==> config.mk <==
export PLATFORM = sky130hd
export DESIGN_NAME = pipelined_carry_increment_adder
export DESIGN_NICKNAME = d
export VERILOG_FILES = /design/src/rtl/cia_pkg.sv /design/src/rtl/cia_segment.sv /design/src/rtl/pipelined_carry_increment_adder.sv
export SDC_FILE = /design/constraint.sdc
export NUM_CORES = 1
export LEC_CHECK = 0
export CAP_MARGIN = 20
export CORE_ASPECT_RATIO = 2
export CORE_UTILIZATION = 25
export CTS_CLUSTER_SIZE = 10
export DETAILED_ROUTE_END_ITERATION = 8
export DONT_BUFFER_PORTS = 1
export PLACE_DENSITY = 0.45
export SYNTH_ARGS = -nofsm -noshare
export SYNTH_HDL_FRONTEND = slang
export SYNTH_SLANG_ARGS = --single-unit
==> constraint.sdc <==
create_clock -name clk -period 7.09 [get_ports clk]
set_clock_uncertainty 0.2 [all_clocks]
set_input_delay 0.709 -clock clk [delete_from_list [all_inputs] [get_ports clk]]
set_output_delay 0.709 -clock clk [all_outputs]
set_load 0.02 [all_outputs]
==> src/rtl/cia_pkg.sv <==
// Shared definitions for the pipelined carry-increment adder.
// Holds the default block width, the segment-width helper and the
// parameter legality check used at elaboration time.
package cia_pkg;

    localparam int CIA_BLK_DEFAULT = 4;

    // Width of one pipeline segment for a WIDTH-bit add split over STAGES.
    function automatic int cia_seg_width(input int w, input int s);
        return (s > 0) ? (w / s) : w;
    endfunction

    // True when the WIDTH/BLK/STAGES combination can be built.
    function automatic bit cia_params_ok(input int w, input int b, input int s);
        return (b > 0) && (s >= 1) && (s <= w / b) && ((w % (s * b)) == 0);
    endfunction

endpackage

==> src/rtl/cia_segment.sv <==
// Combinational carry-increment segment.
// Each BLK-bit block computes x+y and x+y+1 up front; the incoming carry
// only selects between them, so the carry chain is one mux per block.
module cia_segment #(
    parameter int SEG = 16,
    parameter int BLK = 4
) (
    input  logic [SEG-1:0] a_s,
    input  logic [SEG-1:0] b_s,
    input  logic           ci,
    output logic [SEG-1:0] s_s,
    output logic           co
);

    localparam int NB = SEG / BLK;

    logic [NB:0] c;

    assign c[0] = ci;
    assign co   = c[NB];

    for (genvar j = 0; j < NB; j++) begin : g_blk
        logic [BLK:0] s0;
        logic [BLK:0] s1;

        // Both candidate sums, independent of the block carry-in.
        assign s0 = {1'b0, a_s[j*BLK +: BLK]} + {1'b0, b_s[j*BLK +: BLK]};
        assign s1 = {1'b0, a_s[j*BLK +: BLK]} + {1'b0, b_s[j*BLK +: BLK]}
                    + {{BLK{1'b0}}, 1'b1};

        // Carry-in picks the sum bits and the carry handed to the next block.
        assign s_s[j*BLK +: BLK] = c[j] ? s1[BLK-1:0] : s0[BLK-1:0];
        assign c[j+1]            = c[j] ? s1[BLK]     : s0[BLK];
    end

endmodule

==> src/rtl/pipelined_carry_increment_adder.sv <==
// Pipelined carry-increment adder: sum = a + b + cin, one segment per stage.
// Optional macro CIA_OVERFLOW_EN adds a registered signed-overflow flag.
//
// Handshake: a request transfers on a rising edge when in_valid && in_ready;
// a result transfers when out_valid && out_ready. The whole pipe advances
// together (adv = !out_valid || out_ready) and in_ready = adv, so a stalled
// result holds every stage. Data may change only after it has transferred.
module pipelined_carry_increment_adder
    import cia_pkg::*;
#(
    parameter int WIDTH  = 64,
    parameter int BLK    = CIA_BLK_DEFAULT,
    parameter int STAGES = 4
) (
    input  logic             clk,
    input  logic             rst_n,
    input  logic             in_valid,
    output logic             in_ready,
    input  logic [WIDTH-1:0] a,
    input  logic [WIDTH-1:0] b,
    input  logic             cin,
    output logic             out_valid,
    input  logic             out_ready,
    output logic [WIDTH-1:0] sum,
    output logic             cout,
    output logic             ovf
);

    localparam int SEG = cia_seg_width(WIDTH, STAGES);

    if (!cia_params_ok(WIDTH, BLK, STAGES)) begin : g_param_check
        $error("pipelined_carry_increment_adder: WIDTH must be a multiple of STAGES*BLK and 1 <= STAGES <= WIDTH/BLK");
    end

    logic adv;

    assign adv      = !out_valid || out_ready;
    assign in_ready = adv;

    for (genvar k = 0; k < STAGES; k++) begin : g_stage
        localparam int SW = (k + 1) * SEG;  // sum bits finished after this stage
        localparam int HW = WIDTH - SW;     // operand bits still waiting upstream of their stage

        logic [SEG-1:0] a_seg;
        logic [SEG-1:0] b_seg;
        logic [SEG-1:0] s_seg;
        logic           ci;
        logic           co;
        logic           v_in;
        logic           v_q;
        logic           c_q;
        logic [SW-1:0]  s_q;

        if (k == 0) begin : g_src
            assign a_seg = a[SEG-1:0];
            assign b_seg = b[SEG-1:0];
            assign ci    = cin;
            assign v_in  = in_valid;

            // First sum segment enters the deskew chain.
            always_ff @(posedge clk or negedge rst_n) begin
                if (!rst_n) begin
                    s_q <= '0;
                end else if (adv) begin
                    s_q <= s_seg;
                end
            end
        end else begin : g_src
            assign a_seg = g_stage[k-1].g_skew.a_q[SEG-1:0];
            assign b_seg = g_stage[k-1].g_skew.b_q[SEG-1:0];
            assign ci    = g_stage[k-1].c_q;
            assign v_in  = g_stage[k-1].v_q;

            // Append this segment above the lower segments already summed.
            always_ff @(posedge clk or negedge rst_n) begin
                if (!rst_n) begin
                    s_q <= '0;
                end else if (adv) begin
                    s_q <= {s_seg, g_stage[k-1].s_q};
                end
            end
        end

        cia_segment #(
            .SEG (SEG),
            .BLK (BLK)
        ) u_seg (
            .a_s (a_seg),
            .b_s (b_seg),
            .ci  (ci),
            .s_s (s_seg),
            .co  (co)
        );

        // Valid bit and inter-segment carry move one stage per advance.
        always_ff @(posedge clk or negedge rst_n) begin
            if (!rst_n) begin
                v_q <= 1'b0;
                c_q <= 1'b0;
            end else if (adv) begin
                v_q <= v_in;
                c_q <= co;
            end
        end

        if (k < STAGES - 1) begin : g_skew
            logic [HW-1:0] a_q;
            logic [HW-1:0] b_q;
            logic [HW-1:0] a_nx;
            logic [HW-1:0] b_nx;

            if (k == 0) begin : g_nx
                assign a_nx = a[WIDTH-1:SEG];
                assign b_nx = b[WIDTH-1:SEG];
            end else begin : g_nx
                assign a_nx = g_stage[k-1].g_skew.a_q[HW+SEG-1:SEG];
                assign b_nx = g_stage[k-1].g_skew.b_q[HW+SEG-1:SEG];
            end

            // Upper operand segments wait here until their stage comes up.
            always_ff @(posedge clk or negedge rst_n) begin
                if (!rst_n) begin
                    a_q <= '0;
                    b_q <= '0;
                end else if (adv) begin
                    a_q <= a_nx;
                    b_q <= b_nx;
                end
            end
        end
    end

    assign out_valid = g_stage[STAGES-1].v_q;
    assign sum       = g_stage[STAGES-1].s_q;
    assign cout      = g_stage[STAGES-1].c_q;

`ifdef CIA_OVERFLOW_EN
    // The operand sign bits reach the last stage through the skew chain.
    logic a_msb;
    logic b_msb;
    logic s_msb;
    logic ovf_q;

    assign a_msb = g_stage[STAGES-1].a_seg[SEG-1];
    assign b_msb = g_stage[STAGES-1].b_seg[SEG-1];
    assign s_msb = g_stage[STAGES-1].s_seg[SEG-1];

    // Overflow is registered with the final sum segment and shares its stall.
    always_ff @(posedge clk or negedge rst_n) begin
        if (!rst_n) begin
            ovf_q <= 1'b0;
        end else if (adv) begin
            ovf_q <= (a_msb == b_msb) && (s_msb != a_msb);
        end
    end

    assign ovf = ovf_q;
`else
    assign ovf = 1'b0;
`endif

endmodule

==> results.json <==
{
  "p_switching_mw": 3.70,
  "clk_latency_ps": 550,
  "worstPathMaxFanout": 8,
  "clockBufferDepth": 3,
  "rr_worst_depth": 14,
  "synth-simple-area-share_pct": 23.8,
  "grt_usage_pct": 12.0,
  "p_clk_share_pct": 21.4,
  "cts_root_buf": "clkbuf_16",
  "top_usage_layer": "met2",
  "cts_inserted_buffers": 43,
  "rows": 134,
  "power_leakage_nw": 9.43,
  "cts_setup_buffers": 0,
  "antenna_found_initial": 2,
  "cts.sinks": 360,
  "violations": "negative hold slack",
  "synthFlopType": "dfrtp_1",
  "synth_top_family_by_area": "simple AND/OR/NAND/NOR gates",
  "setup_violations": 0,
  "chipHeight_um": 369,
  "grt_max_degree": 361,
  "timing.hold.ws_ps": -315,
  "drt_pre_antenna_iters": 4,
  "fin_crit_sh_pct": 54.7,
  "combPwrFrac_pct": 37.1,
  "path_class": "flop to flop",
  "drive_gt1_share_pct": 4.08,
  "synth_edf_count": 0,
  "p_int_mw": 5.44,
  "synth_fa_ha_area_share_pct": 7.86,
  "cap_violations": 0,
  "port_buffers": 0,
  "grt_pass1_wl_um": 64600,
  "netlist.area_leader.share_pct": 53.6,
  "ant_nets": 0,
  "ios": 201,
  "seq_area_frac_synth_pct": 53.6,
  "hp-class": "primary input to asynchronous set/reset pin",
  "use_met2_pct": 20.5,
  "place_congestion": 0.779,
  "maxSlewHeadroom_pct": 12.8,
  "yosysWarningCount": 0,
  "drt-initial-drc-count": 443,
  "power_switching_share_pct": 40.5,
  "grt_setup_unrepaired": "false",
  "htree_levels": 2,
  "fin_nets": 2081,
  "ys_ff_latch": 360,
  "total_power_mw": 9.14,
  "cp-start-kind": "flop",
  "syn_inst": 1885,
  "async_reset_ff_share_pct": 100,
  "die_x_um": 185,
  "crit_arrival_ps": 4110,
  "syn_to_final_growth_pct": 12.1,
  "max_freq_mhz": 258,
  "required_ps": 7320,
  "vias": 11800,
  "rr_endpoint": "g_stage[2].c_q",
  "grt_remaining_overflow": 0,
  "synth_area_leaders": "dfrtp_1 (54%), nand2_1 (21%), ha_1 (6.0%)",
  "grt_pass1_vias": 12400,
  "core_area_um2": 66600,
  "synth-compound-area-share_pct": 6.12,
  "r2r_setup_slack_ps": 3210,
  "drc": 0,
  "period_minus_slack_ps": 3880,
  "yosys-mux-area-fraction_pct": 0.967,
  "p_seq_share_pct": 41.4,
  "status": "complete, but fails checks",
  "cts_tree": "built",
  "yosys.area.top_type": "dfrtp_1",
  "hold_violations": 360,
  "vias_per_cell": 4.29,
  "final_util_pct": 28.3,
  "ir_drop_v": 0.000331,
  "drt-wirelength-per-cell_um": 14.6,
  "finalWirelength_um": 40300,
  "syn_area_per_cell_um2": 8.92,
  "syn-num-nets": 2114,
  "drv_slew": 0,
  "die_area_um2": 68400,
  "power_density_nw_per_um2": 485,
  "netlist-cell-type-count": 59,
  "worst_slew_pin_slew_ps": 1310,
  "diodes": 0,
  "tns_ps": 0,
  "use_met3_pct": 3.33,
  "syn_area_um2": 16800,
  "place_hpwl_um": 26600,
  "initial_core_util_pct": 25.3,
  "met1_usage_pct": 13.7,
  "timing.rr.start": "g_stage[1].g_skew.a_q[0]",
  "path_clk_slew_ps": 60,
  "critical_path.endpoint_type": "flop",
  "layout.filler_cells": 7203,
  "synth_xor_area_share_pct": 4.69,
  "cts_resized": 0
}
-- registers in the layout, indices dropped and copies added, names as in the netlist --
name and count:
cout 1, g_stage.c_q 3, g_stage.g_skew.a_q 96, g_stage.g_skew.b_q 96
g_stage.s_q 96, g_stage.v_q 3, out_valid 1, sum 64
-- worst max-delay path by stage --
stage,depth (start not counted),from,end,slack [ps]
2_1_floorplan,14,a[0],g_stage[0].c_q,3450
3_3_place_gp,14,a[0],g_stage[0].c_q,3170
3_5_place_dp,14,a[0],g_stage[0].c_q,3070
4_1_cts,14,g_stage[2].g_skew.a_q[0],sum[63],3210
5_1_grt,14,g_stage[0].g_skew.a_q[0],g_stage[1].s_q[31],2950
6_report,14,g_stage[1].g_skew.a_q[0],g_stage[2].c_q,3210
-- Yosys cell counts, types with 2 or more instances --
cell type	number
inv_1	47
nor4b_1	3
nor3_1	12
nor2b_1	5
buf_1	9
ha_1	80
o21ai_0	44
mux2_2	2
nor4_1	2
nor2_1	45
a211oi_1	2
a22oi_1	2
xnor2_2	3
a21oi_1	60
xor2_1	29
clkbuf_1	73
o2111ai_1	3
xnor2_1	50
nand4b_1	2
dfrtp_1	360
a31oi_1	4
fa_1	16
mux2i_1	14
nand3_1	11
nand2b_1	3
nand3b_1	2
nand2_1	925
xor2_2	3
o31ai_1	3
a41oi_1	2
nand4_1	5
o211ai_1	4
a21o_1	26
and3_1	3
or4_1	2
o21ai_1	6
-- cell type report --
class	instances	area, µm²	area share [%]
clock buffer	51	1140	6.03
clock inverter	6	41.3	0.219
inverter	48	188	0.996
multi-input combinational	1393	7310	38.8
sequential	360	9010	47.8
tap	884	1110	5.87
timing repair buffer	6	57.6	0.305
-- layer usage --
metal	up-vias	wire [µm]	share of wire, %
met2	242	19300	48
met5	-	0	0
met4	0	1460	3.6
li1	5895	-	-
met1	5594	16700	41
met3	68	2840	7.1
-- critical path, cell delays in order, from the launching register on --
cell	delay [ps]
dfrtp_1	380
ha_1	230
inv_1	70
fa_1	400
inv_1	100
ha_1	170
nand2_1	100
or4_1	410
o211ai_1	230
o2111ai_1	180
xnor2_2	330
nor3_1	150
xnor2_2	360
nor4b_1	350
nor3_1	100
-- stage by stage --
step / std cells / worst slack, ps / instance area [µm²] / hold slack, ps
2_1_floorplan: 1885 / 3450 / 16800 / 213
3_3_place_gp: 2691 / 3170 / 17700 / 236
3_5_place_dp: 2691 / 3070 / 17700 / 236
4_1_cts: 2748 / 3210 / 18900 / -372
5_1_grt: 2748 / 2950 / 18900 / -357
6_report: 2748 / 3210 / 18900 / -315
-- cells in the final DEF, fill, tap and decap left out, drive strengths merged, types with 11 or more instances in the layout --
cell type	Yosys	final
nand3	11	11
o21ai	50	50
a21oi	60	60
clkbuf	74	51
nand2	925	925
nor2	45	45
mux2i	14	14
ha	80	80
inv	48	51
dfrtp	360	360
xnor2	53	53
nor3	13	13
fa	16	16
a21o	26	26
xor2	32	32
-- logic make-up (layout without fill, tap and decap cells) --
kind of cell,Yosys count,after routing
xor gates and xnor gates,85,85
AOI/OAI and AO/OA,168,168
buffers and inverters,132,111
adders and majority gates,96,96
DFF,360,360
and+or+nand+nor,1027,1027
muxes,16,16
other,1,1
-- power groups by stage --
stage	clock, mW	sequential (mW)	combinational (mW)
2_1_floorplan	0	3.60	2.75
3_3_place_gp	0	3.83	3.38
3_5_place_dp	0	3.85	3.48
4_1_cts	2.07	3.82	3.49
5_1_grt	2.13	3.93	3.93
6_report	1.96	3.79	3.40
Note: power is estimated with default switching activity, not from simulation.
